`src/rtl/motor_pkg.sv`:
```
// motor_pkg
//   Shared definitions for the motor sequencer: FSM state encoding,
//   one-hot direction request codes, the H-bridge drive pattern for each
//   direction, and small helpers for validating and decoding a direction.
package motor_pkg;

  typedef enum logic [1:0] {
    ST_IDLE  = 2'd0,
    ST_RUN   = 2'd1,
    ST_BRAKE = 2'd2,
    ST_FAULT = 2'd3
  } state_t;

  localparam logic [3:0] DIR_FWD   = 4'b0001;
  localparam logic [3:0] DIR_REV   = 4'b0010;
  localparam logic [3:0] DIR_LEFT  = 4'b0100;
  localparam logic [3:0] DIR_RIGHT = 4'b1000;

  // H-bridge pattern {JA4,JA3,JA2,JA1}
  localparam logic [3:0] JA_FWD   = 4'b1010;
  localparam logic [3:0] JA_REV   = 4'b0101;
  localparam logic [3:0] JA_LEFT  = 4'b0110;
  localparam logic [3:0] JA_RIGHT = 4'b1001;
  localparam logic [3:0] JA_OFF   = 4'b0000;

  localparam logic [3:0] FAULT_CNT_MAX = 4'd15;

  // Exactly one bit set
  function automatic logic dir_valid(input logic [3:0] d);
    return (d != 4'd0) && ((d & (d - 4'd1)) == 4'd0);
  endfunction

  function automatic logic [3:0] dir_to_ja(input logic [3:0] d);
    case (d)
      DIR_FWD:   return JA_FWD;
      DIR_REV:   return JA_REV;
      DIR_LEFT:  return JA_LEFT;
      DIR_RIGHT: return JA_RIGHT;
      default:   return JA_OFF;
    endcase
  endfunction

endpackage

```
`src/rtl/oc_filter.sv`:
```
// oc_filter
//   Two-flop synchronizer for an asynchronous overcurrent comparator,
//   followed by a consecutive-high filter.
//   Ports:
//     clock   - system clock
//     reset   - asynchronous active-low reset
//     i_comp  - raw comparator input (asynchronous, active high)
//     o_level - synchronized comparator level
//     o_event - high while the synchronized level has been high for at
//               least OC_FILTER consecutive cycles
module oc_filter
  import motor_pkg::*;
#(
  parameter int OC_FILTER = 16
) (
  input  logic clock,
  input  logic reset,
  input  logic i_comp,
  output logic o_level,
  output logic o_event
);

  localparam int            CW      = (OC_FILTER > 1) ? $clog2(OC_FILTER) : 1;
  localparam logic [CW-1:0] CNT_TOP = CW'(OC_FILTER - 1);

  logic          r_meta;
  logic          r_sync;
  logic [CW-1:0] r_cnt;

  // r_cnt holds (consecutive high cycles - 1) while r_sync is high, so the
  // event fires in the OC_FILTER-th high cycle without an extra flop of delay.
  always_ff @(posedge clock or negedge reset) begin
    if (!reset) begin
      r_meta <= 1'b0;
      r_sync <= 1'b0;
      r_cnt  <= '0;
    end else begin
      r_meta <= i_comp;
      r_sync <= r_meta;
      if (!r_sync)
        r_cnt <= '0;
      else if (r_cnt != CNT_TOP)
        r_cnt <= r_cnt + 1'b1;
    end
  end

  assign o_level = r_sync;
  assign o_event = r_sync && (r_cnt == CNT_TOP);

endmodule

```
`src/rtl/motor_sequencer.sv`:
```
// motor_sequencer
//   Direction/speed sequencer for a two-motor H-bridge with dead-time
//   braking on direction reversal and filtered overcurrent lockout.
//   Ports:
//     clock, reset         - system clock, asynchronous active-low reset
//     dir_cmd[3:0]         - one-hot direction: fwd, rev, left, right
//     speed_cmd[2:0]       - requested speed 0..7
//     compA, compB         - async overcurrent comparators (active high)
//     enableA, enableB     - PWM enables (registered)
//     ja[3:0]              - H-bridge inputs {JA4,JA3,JA2,JA1} (registered)
//     state[1:0]           - FSM state code
//     fault_count[3:0]     - saturating count of FAULT entries
//   Build option: define MOTOR_SEQ_RAMP_EN to ramp the applied duty up by
//   PWM_PERIOD/8 every RAMP_TICKS cycles; otherwise the target duty takes
//   effect at the next PWM period boundary.
//
//   state | meaning
//   IDLE  | bridge off, waiting for a valid direction with nonzero speed
//   RUN   | driving latched direction, PWM on enables
//   BRAKE | dead time after a direction change, bridge off
//   FAULT | overcurrent lockout, bridge off
module motor_sequencer
  import motor_pkg::*;
#(
  parameter int PWM_PERIOD  = 800,
  parameter int DEAD_CYCLES = 1000,
  parameter int OC_FILTER   = 16,
  parameter int OC_HOLD     = 100000,
  parameter int RAMP_TICKS  = 4000
) (
  input  logic       clock,
  input  logic       reset,
  input  logic [3:0] dir_cmd,
  input  logic [2:0] speed_cmd,
  input  logic       compA,
  input  logic       compB,
  output logic       enableA,
  output logic       enableB,
  output logic [3:0] ja,
  output logic [1:0] state,
  output logic [3:0] fault_count
);

  // One width serves every down-counter (brake, fault hold, ramp tick).
  localparam int TMAX0 = (DEAD_CYCLES > OC_HOLD) ? DEAD_CYCLES : OC_HOLD;
  localparam int TMAX  = (TMAX0 > RAMP_TICKS) ? TMAX0 : RAMP_TICKS;
  localparam int TW    = $clog2(TMAX + 1);
  localparam int DW    = $clog2(PWM_PERIOD) + 1;

  localparam logic [TW-1:0] DEAD_LOAD = TW'(DEAD_CYCLES - 1);
  localparam logic [TW-1:0] HOLD_LOAD = TW'(OC_HOLD - 1);
  localparam logic [DW-1:0] STEP      = DW'(PWM_PERIOD / 8);
  localparam logic [DW-1:0] PWM_LAST  = DW'(PWM_PERIOD - 1);

  state_t        r_state, w_state_nxt;
  logic [3:0]    r_dir, w_dir_nxt;
  logic [TW-1:0] r_timer, w_timer_nxt;
  logic [3:0]    r_fault_cnt, w_fault_cnt_nxt;
  logic [DW-1:0] r_pwm_cnt, w_pwm_cnt_nxt;
  logic [DW-1:0] r_duty, w_duty_nxt;
  logic [DW-1:0] w_target;
  logic          r_en;
  logic [3:0]    r_ja;

  logic w_lvl_a, w_lvl_b, w_oc_a, w_oc_b, w_oc, w_cmd_ok;

  oc_filter #(.OC_FILTER(OC_FILTER)) u_oc_a (
    .clock   (clock),
    .reset   (reset),
    .i_comp  (compA),
    .o_level (w_lvl_a),
    .o_event (w_oc_a)
  );

  oc_filter #(.OC_FILTER(OC_FILTER)) u_oc_b (
    .clock   (clock),
    .reset   (reset),
    .i_comp  (compB),
    .o_level (w_lvl_b),
    .o_event (w_oc_b)
  );

  assign w_oc     = w_oc_a || w_oc_b;
  assign w_cmd_ok = dir_valid(dir_cmd) && (speed_cmd != 3'd0);
  assign w_target = {{(DW-3){1'b0}}, speed_cmd} * STEP;

  always_comb begin
    w_state_nxt     = r_state;
    w_dir_nxt       = r_dir;
    w_timer_nxt     = r_timer;
    w_fault_cnt_nxt = r_fault_cnt;
    // In FAULT the hold timer keeps running even while the event persists;
    // exit needs the timer expired and both comparators quiet.
    if (r_state == ST_FAULT) begin
      if (r_timer != '0)
        w_timer_nxt = r_timer - 1'b1;
      else if (!w_lvl_a && !w_lvl_b)
        w_state_nxt = ST_IDLE;
    end else if (w_oc) begin
      w_state_nxt = ST_FAULT;
      w_timer_nxt = HOLD_LOAD;
      if (r_fault_cnt != FAULT_CNT_MAX)
        w_fault_cnt_nxt = r_fault_cnt + 4'd1;
    end else begin
      case (r_state)
        ST_IDLE: begin
          if (w_cmd_ok) begin
            w_state_nxt = ST_RUN;
            w_dir_nxt   = dir_cmd;
          end
        end
        ST_RUN: begin
          if (!w_cmd_ok)
            w_state_nxt = ST_IDLE;
          else if (dir_cmd != r_dir) begin
            w_state_nxt = ST_BRAKE;
            w_timer_nxt = DEAD_LOAD;
          end
        end
        ST_BRAKE: begin
          // Commands are only sampled on the last dead-time cycle.
          if (r_timer != '0)
            w_timer_nxt = r_timer - 1'b1;
          else if (w_cmd_ok) begin
            w_state_nxt = ST_RUN;
            w_dir_nxt   = dir_cmd;
          end else
            w_state_nxt = ST_IDLE;
        end
        default: ;
      endcase
    end
  end

  assign w_pwm_cnt_nxt = (r_pwm_cnt == PWM_LAST) ? '0 : r_pwm_cnt + 1'b1;

`ifdef MOTOR_SEQ_RAMP_EN
  logic [TW-1:0] r_ramp_cnt, w_ramp_cnt_nxt;
  localparam logic [TW-1:0] RAMP_LOAD = TW'(RAMP_TICKS - 1);

  // Ramp only upward; a lower target or leaving RUN applies at once.
  always_comb begin
    w_ramp_cnt_nxt = r_ramp_cnt;
    w_duty_nxt     = r_duty;
    if (w_state_nxt != ST_RUN) begin
      w_duty_nxt     = '0;
      w_ramp_cnt_nxt = RAMP_LOAD;
    end else if (w_target <= r_duty) begin
      w_duty_nxt     = w_target;
      w_ramp_cnt_nxt = RAMP_LOAD;
    end else if (r_ramp_cnt != '0) begin
      w_ramp_cnt_nxt = r_ramp_cnt - 1'b1;
    end else begin
      w_ramp_cnt_nxt = RAMP_LOAD;
      w_duty_nxt     = ((w_target - r_duty) > STEP) ? (r_duty + STEP) : w_target;
    end
  end

  always_ff @(posedge clock or negedge reset) begin
    if (!reset)
      r_ramp_cnt <= RAMP_LOAD;
    else
      r_ramp_cnt <= w_ramp_cnt_nxt;
  end
`else
  assign w_duty_nxt = (r_pwm_cnt == PWM_LAST) ? w_target : r_duty;
`endif

  always_ff @(posedge clock or negedge reset) begin
    if (!reset) begin
      r_state     <= ST_IDLE;
      r_dir       <= 4'd0;
      r_timer     <= '0;
      r_fault_cnt <= 4'd0;
      r_pwm_cnt   <= '0;
      r_duty      <= '0;
      r_en        <= 1'b0;
      r_ja        <= JA_OFF;
    end else begin
      r_state     <= w_state_nxt;
      r_dir       <= w_dir_nxt;
      r_timer     <= w_timer_nxt;
      r_fault_cnt <= w_fault_cnt_nxt;
      r_pwm_cnt   <= w_pwm_cnt_nxt;
      r_duty      <= w_duty_nxt;
      // Outputs are registered from next-cycle values so they line up
      // with the state register.
      r_en        <= (w_state_nxt == ST_RUN) && (w_pwm_cnt_nxt < w_duty_nxt);
      r_ja        <= (w_state_nxt == ST_RUN) ? dir_to_ja(w_dir_nxt) : JA_OFF;
    end
  end

  assign state       = r_state;
  assign ja          = r_ja;
  assign enableA     = r_en;
  assign enableB     = r_en;
  assign fault_count = r_fault_cnt;

endmodule
```
`config.mk`:
```
export PLATFORM = sky130hd
export DESIGN_NAME = motor_sequencer
export DESIGN_NICKNAME = d
export VERILOG_FILES = /design/src/rtl/motor_pkg.sv /design/src/rtl/oc_filter.sv /design/src/rtl/motor_sequencer.sv
export SDC_FILE = /design/constraint.sdc
export NUM_CORES = 1
export LEC_CHECK = 0
export BUFFER_PORTS_ARGS = -buffer_cell sky130_fd_sc_hd__buf_4
export CORE_MARGIN = 2
export CORE_UTILIZATION = 48
export CTS_CLUSTER_SIZE = 14
export DETAILED_ROUTE_END_ITERATION = 6
export PLACE_DENSITY = 0.72
export SETUP_SLACK_MARGIN = 0.05
export SYNTH_ARGS = -nofsm -noshare
export SYNTH_HDL_FRONTEND = slang
export SYNTH_SLANG_ARGS = --single-unit
```
`constraint.sdc`:
```
create_clock -name clock -period 4.2 [get_ports clock]
set_input_delay 0.42 -clock clock [delete_from_list [all_inputs] [get_ports clock]]
set_output_delay 0.42 -clock clock [all_outputs]
set_load 0.05 [all_outputs]
```
# Yosys cells after proc, flatten, opt, wreduce, memory -nomap -nowiden

Index checks and enable logic that the tools add are counted.

Latch bits: 0
Memories: 0
Register bits after elaboration: 66
Bits in writable memories: 0
Output and inout bits: 12
Word-level logic and storage cells: 89
Input bits: 11
ROM bits: 0

Bitwise logic cells: 2
Reduce and logical (&&, ||, !) cells: 17
Magnitude comparators: 1
$mul: 1
Div/mod/pow operators: 0
Shift operators: 0
Add/subtract/negate cells: 6
Equal/unequal tests: 19
Muxes and demuxes: 29

Operators by type and width:

| cell                  | count |
|---|---|
| $mux 17               | 5 |
| $mux 4                | 9 |
| $pmux 17 s2           | 1 |
| $mux 11               | 2 |
| $ne 4x4->1 const B    | 5 |
| $reduce_bool 17->1    | 1 |
| $sub 17x1->17 const B | 1 |
| $mux 2                | 8 |
| $pmux 4 s4            | 1 |
| $add 4x1->4 const B   | 3 |
| $eq 4x4->1 const B    | 3 |
| $add 11x1->11 const B | 1 |
| $eq 11x10->1 const B  | 1 |
| $lt 11x11->1          | 1 |
| $mul 3x5->8 const B   | 1 |
| $pmux 4 s2            | 1 |
| $reduce_bool 4->1     | 2 |
| $logic_and 1x1->1     | 6 |
| $pmux 2 s3            | 1 |
| $reduce_and 3->1      | 2 |
| $and 4x4->4           | 1 |
| $eq 2x1->1 const B    | 2 |
| $eq 2x2->1 const B    | 2 |
| $eq 4x1->1 const B    | 1 |
| other kinds (12)      | 14 |

# Longest topological paths before layout

Depth after elaboration: 13
Mapped depth: 14

# Modules after synthesis

Synthesis repeated with hierarchy kept, for this count alone.

Cell total of the unflattened synthesis: 427
Area total of the unflattened synthesis: 4001.3 um^2

By module, submodules not included:

| module          | cells an instance | instances | area an instance (um^2) |
|---|---|---|---|
| motor_sequencer | 383               | 1         | 3475.8 |
| oc_filter       | 22                | 2         | 262.8 |

# Least setup slack after synthesis

OpenSTA, ideal clock, no wires.

Kind: register -> register
From: register r_pwm_cnt[0]
To: register r_en, in the netlist enableA
Arrival: 2.568 ns
Slack: 1.521 ns
Path buffers: 2
Cell stages (with the launch flop): 13
Required time: 4.089 ns
Cell sequence: dfrtp_1 > ha_1 > and4_1 > clkbuf_1 > and4_1 > clkbuf_1 > mux2i_1 > ha_1 > nand3_1 > o22ai_1 > nor3_1 > a21oi_1 > a2111oi_2

Longest elaborated chain between the ends: 4

Ends and longest elaborated chain:

| what                                          | RTL line                                       | text |
|---|---|---|
| start, declared                               | motor_sequencer.sv:59                          | `logic [DW-1:0] r_pwm_cnt, w_pwm_cnt_nxt;` |
| start signal, assigned                        | motor_sequencer.sv:184                         | `r_pwm_cnt <= w_pwm_cnt_nxt;` |
| $add 11x1->11 or $eq 11x10->1 (tied branches) | motor_sequencer.sv:135, motor_sequencer.sv:166 |  |
| $mux 11 (on tied branches)                    | motor_sequencer.sv:135, motor_sequencer.sv:166 |  |
| $lt 11x11->1 *                                | motor_sequencer.sv:188                         | `r_en <= (w_state_nxt == ST_RUN) && (w_pwm_cnt_nxt < w_duty_nxt);` |
| $logic_and 1x1->1 *                           | motor_sequencer.sv:188                         |  |
| end signal, assigned                          | motor_sequencer.sv:188                         |  |
| end, declared                                 | motor_sequencer.sv:62                          | `logic r_en;` |

Every way passes the cells marked *; elsewhere a longest branch is shown, timed or not.
A chain may end at the register's enable or synchronous reset.

# Final worst setup path

Ends and elaborated chain as after synthesis.

==> out/metrics.cfg <==
[route]
drtPass1Iterations=5
vias_per_cell=5.925
drtIter0Drc=217
wire_per_inst_um=15.33
vias=3241
wl_um=8386
drc=0
antenna_left=0

[yosys]
synth_xor_area_frac=0.04751
synth-simple-area-share=0.2062
muxShareOfSynthArea=0.01584
ys_seq_elements=66
synth_edf_count=0
synthArstFlopShare=1.000
synthesis.area_um2=3871
synth_compound_area_frac=0.1726
yosysSeqAreaShare=0.4266
synth_adder_area_share=0.08403
synth_fp_nets=463
syn_area_per_cell_um2=9.087
synth_cell_types=57
synthFlopType=dfrtp_1
synth_cells=426
synth_top_family_by_area=simple AND/OR/NAND/NOR gates
yosysWarnings=0

[die]
die_w_um=93.81
ios=23
initial_core_util=0.4984
coreArea_um2=7767
die_h_um=93.81
die-area_um2=8799
rows=32

[global_routing]
antenna_found_initial=0
grt_max_degree=67
grt_pass1_wl_um=14500
grtUsageTotal=0.2052
grt_pass1_vias=3134
overflow=0

[worst_setup_path]
r2r_setup_slack_ns=1.17
r2r_cells=11
slowest_stage=dfrtp_1
critical-path-max-stage-delay_ns=0.42
start_kind=register
cp.required_ns=4.44
crit_fanout=13
crit_family=simple AND/OR/NAND/NOR gates
critPathKind=register to register
worst-path-buf-inv=0
reg2reg_to=enableA$_DFF_PN0_
r2r-start=r_pwm_cnt[0]$_DFF_PN0_
cp-end-kind=register
cpMostUsedCell=a21oi_1
path_cells=ha_1 > and4_1 > nand4_1 > nor2_1 > a21oi_1 > ha_1 > a21oi_1 > o22ai_1 > nor3_1 > a21oi_1 > a2111oi_2
cp.arrival_ns=3.27

[layout]
fin_nets=477
antenna-diode-count=0
drive_above_1_share=0.09663
syn2layout_area_growth_pct=12.09

[clock_tree]
cts_tree=built
clk_pin_slew_ns=0.07
numCtsBuffers=9
clkLatencyLatePin_ns=0.35
cts_max_path_buffers=2
ctsResizeCount=0
clockRootBuffer=clkbuf_8
cts.sinks=66
cts_hold_repair.buffers=0
htree_levels=3
post_cts_buffers=0

[timing]
rsz0062_at_grt=false
fmaxAchievable_ghz=0.3298
relSlewSlack=0.4530
fin_worst_skew_ns=0.01165
drv_slew=0
final.min_clock_period_ns=3.032
setup_viol=0
hold_viol=0
setup_tns_ns=0
worst_pin_slew_ns=0.8205
min_period_over_period=0.7220

[hold_path]
hp-class=input port to asynchronous set/reset pin

[outcome]
status=complete, no violations

[placement]
place_congestion=0.8413
dp_hpwl_um=5814
portBuffers=22

[power_and_ir_drop]
vdd_drop_max_mv=0.2448
total_power_w=0.002274
p_leak_nw=1.940
cellPowerDensity_nw_per_um2=524.0

[flow_run]
max-cap-violations=0

-- metal layers --
metal,global-route usage,up-vias,wire length [um]
li1,-,1571,-
met1,0.2819,1586,4020
met2,0.3167,70,3958
met3,0.03451,14,278
met4,0.09662,0,129
met5,0,-,0
-- layout make-up --
cell class,instances,area [um2]
clock buffers,12,155.1
clock inverters,4,97.59
fillers,684,3428
inverters,28,105.1
multi-input cells,313,2037
flip-flops and latches,66,1652
well taps,102,127.6
repair buffers,22,165.2
-- registers in the layout, indices dropped and copies added (netlist names), 2 cells and up --
register,count
r_timer,17
r_pwm_cnt,11
fault_count,4
ja,4
r_dir,4
u_oc_b.r_cnt,4
u_oc_a.r_cnt,4
r_duty,11
state,2
-- worst max-delay path by stage --
stage | depth (start not counted) | to | slack, ns | start
after floorplan | 12 | enableA$_DFF_PN0_ | 1.52 | r_pwm_cnt[0]$_DFF_PN0_
after global placement | 10 | ja[2]$_DFF_PN0_ | 1.35 | speed_cmd[1]
after detailed placement | 11 | enableA$_DFF_PN0_ | 1.24 | r_pwm_cnt[0]$_DFF_PN0_
after CTS | 11 | enableA$_DFF_PN0_ | 1.16 | r_pwm_cnt[0]$_DFF_PN0_
after global routing | 11 | enableA$_DFF_PN0_ | 0.83 | r_pwm_cnt[0]$_DFF_PN0_
final | 11 | enableA$_DFF_PN0_ | 1.17 | r_pwm_cnt[0]$_DFF_PN0_
-- power by group --
| part | switching [W] | internal (W) | total [W] |
|---|---|---|---|
| logic | 0.000531 | 0.000274 | 0.000805 |
| clock network | 0.000243 | 0.000427 | 0.000670 |
| registers | 0.0000841 | 0.000715 | 0.000799 |
-- stage by stage --
step / area (um2) / utilization / setup WS (ns) / hold WS [ns] / cells
after floorplan: 3871 / - / 1.521 / 0.1244 / 426
after CTS: 4339 / 0.5586 / 1.160 / 0.1725 / 547
final: 4339 / 0.5586 / 1.168 / 0.1678 / 547
after global routing: 4339 / 0.5586 / 0.8269 / 0.1676 / 547
after detailed placement: 4086 / 0.5261 / 1.240 / 0.3417 / 531
after global placement: 4086 / 0.5261 / 1.352 / 0.3317 / 531
-- Yosys cell counts, drive strengths merged (6+ instances only) --
library cell | count | area share
a21oi | 22 | 0.028
a31oi | 6 | 0.0097
and4 | 6 | 0.014
clkbuf | 15 | 0.015
dfrtp | 66 | 0.43
ha | 26 | 0.084
inv | 28 | 0.027
nand2 | 38 | 0.037
nand3 | 17 | 0.022
nor2 | 40 | 0.039
nor3 | 12 | 0.016
nor4 | 15 | 0.024
o21ai | 30 | 0.039
xnor2 | 12 | 0.027
xor2 | 9 | 0.020
-- cell usage in the layout, fill, tap and decap left out, types with 15 or more instances in the layout --
| cell type | count |
|---|---|
| nand3_1 | 17 |
| nor4_1 | 15 |
| o21ai_0 | 29 |
| nor2_1 | 40 |
| ha_1 | 26 |
| dfrtp_1 | 66 |
| nand2_1 | 38 |
| buf_4 | 22 |
| inv_1 | 28 |
| a21oi_1 | 22 |
-- worst reg2reg max path, stage by stage (launching register included) --
cell and delay [ns]:
dfrtp_1 0.42, ha_1 0.24, and4_1 0.31, nand4_1 0.43, nor2_1 0.28, a21oi_1 0.09
ha_1 0.31, a21oi_1 0.17, o22ai_1 0.12, nor3_1 0.16, a21oi_1 0.10, a2111oi_2 0.33
-- cell families (layout without fill, tap and decap cells) --
family                   count (synthesis)  after routing
multiplexers                             6              6
AND/OR/NAND/NOR                        159            159
XOR/XNOR                                21             21
adder cells (fa/ha/maj)                 26             26
buffers and inverters                   47             66
flip-flops                              66             66
AO/OA/AOI/OAI                          101            101
Power figures use the tool's default switching activity.
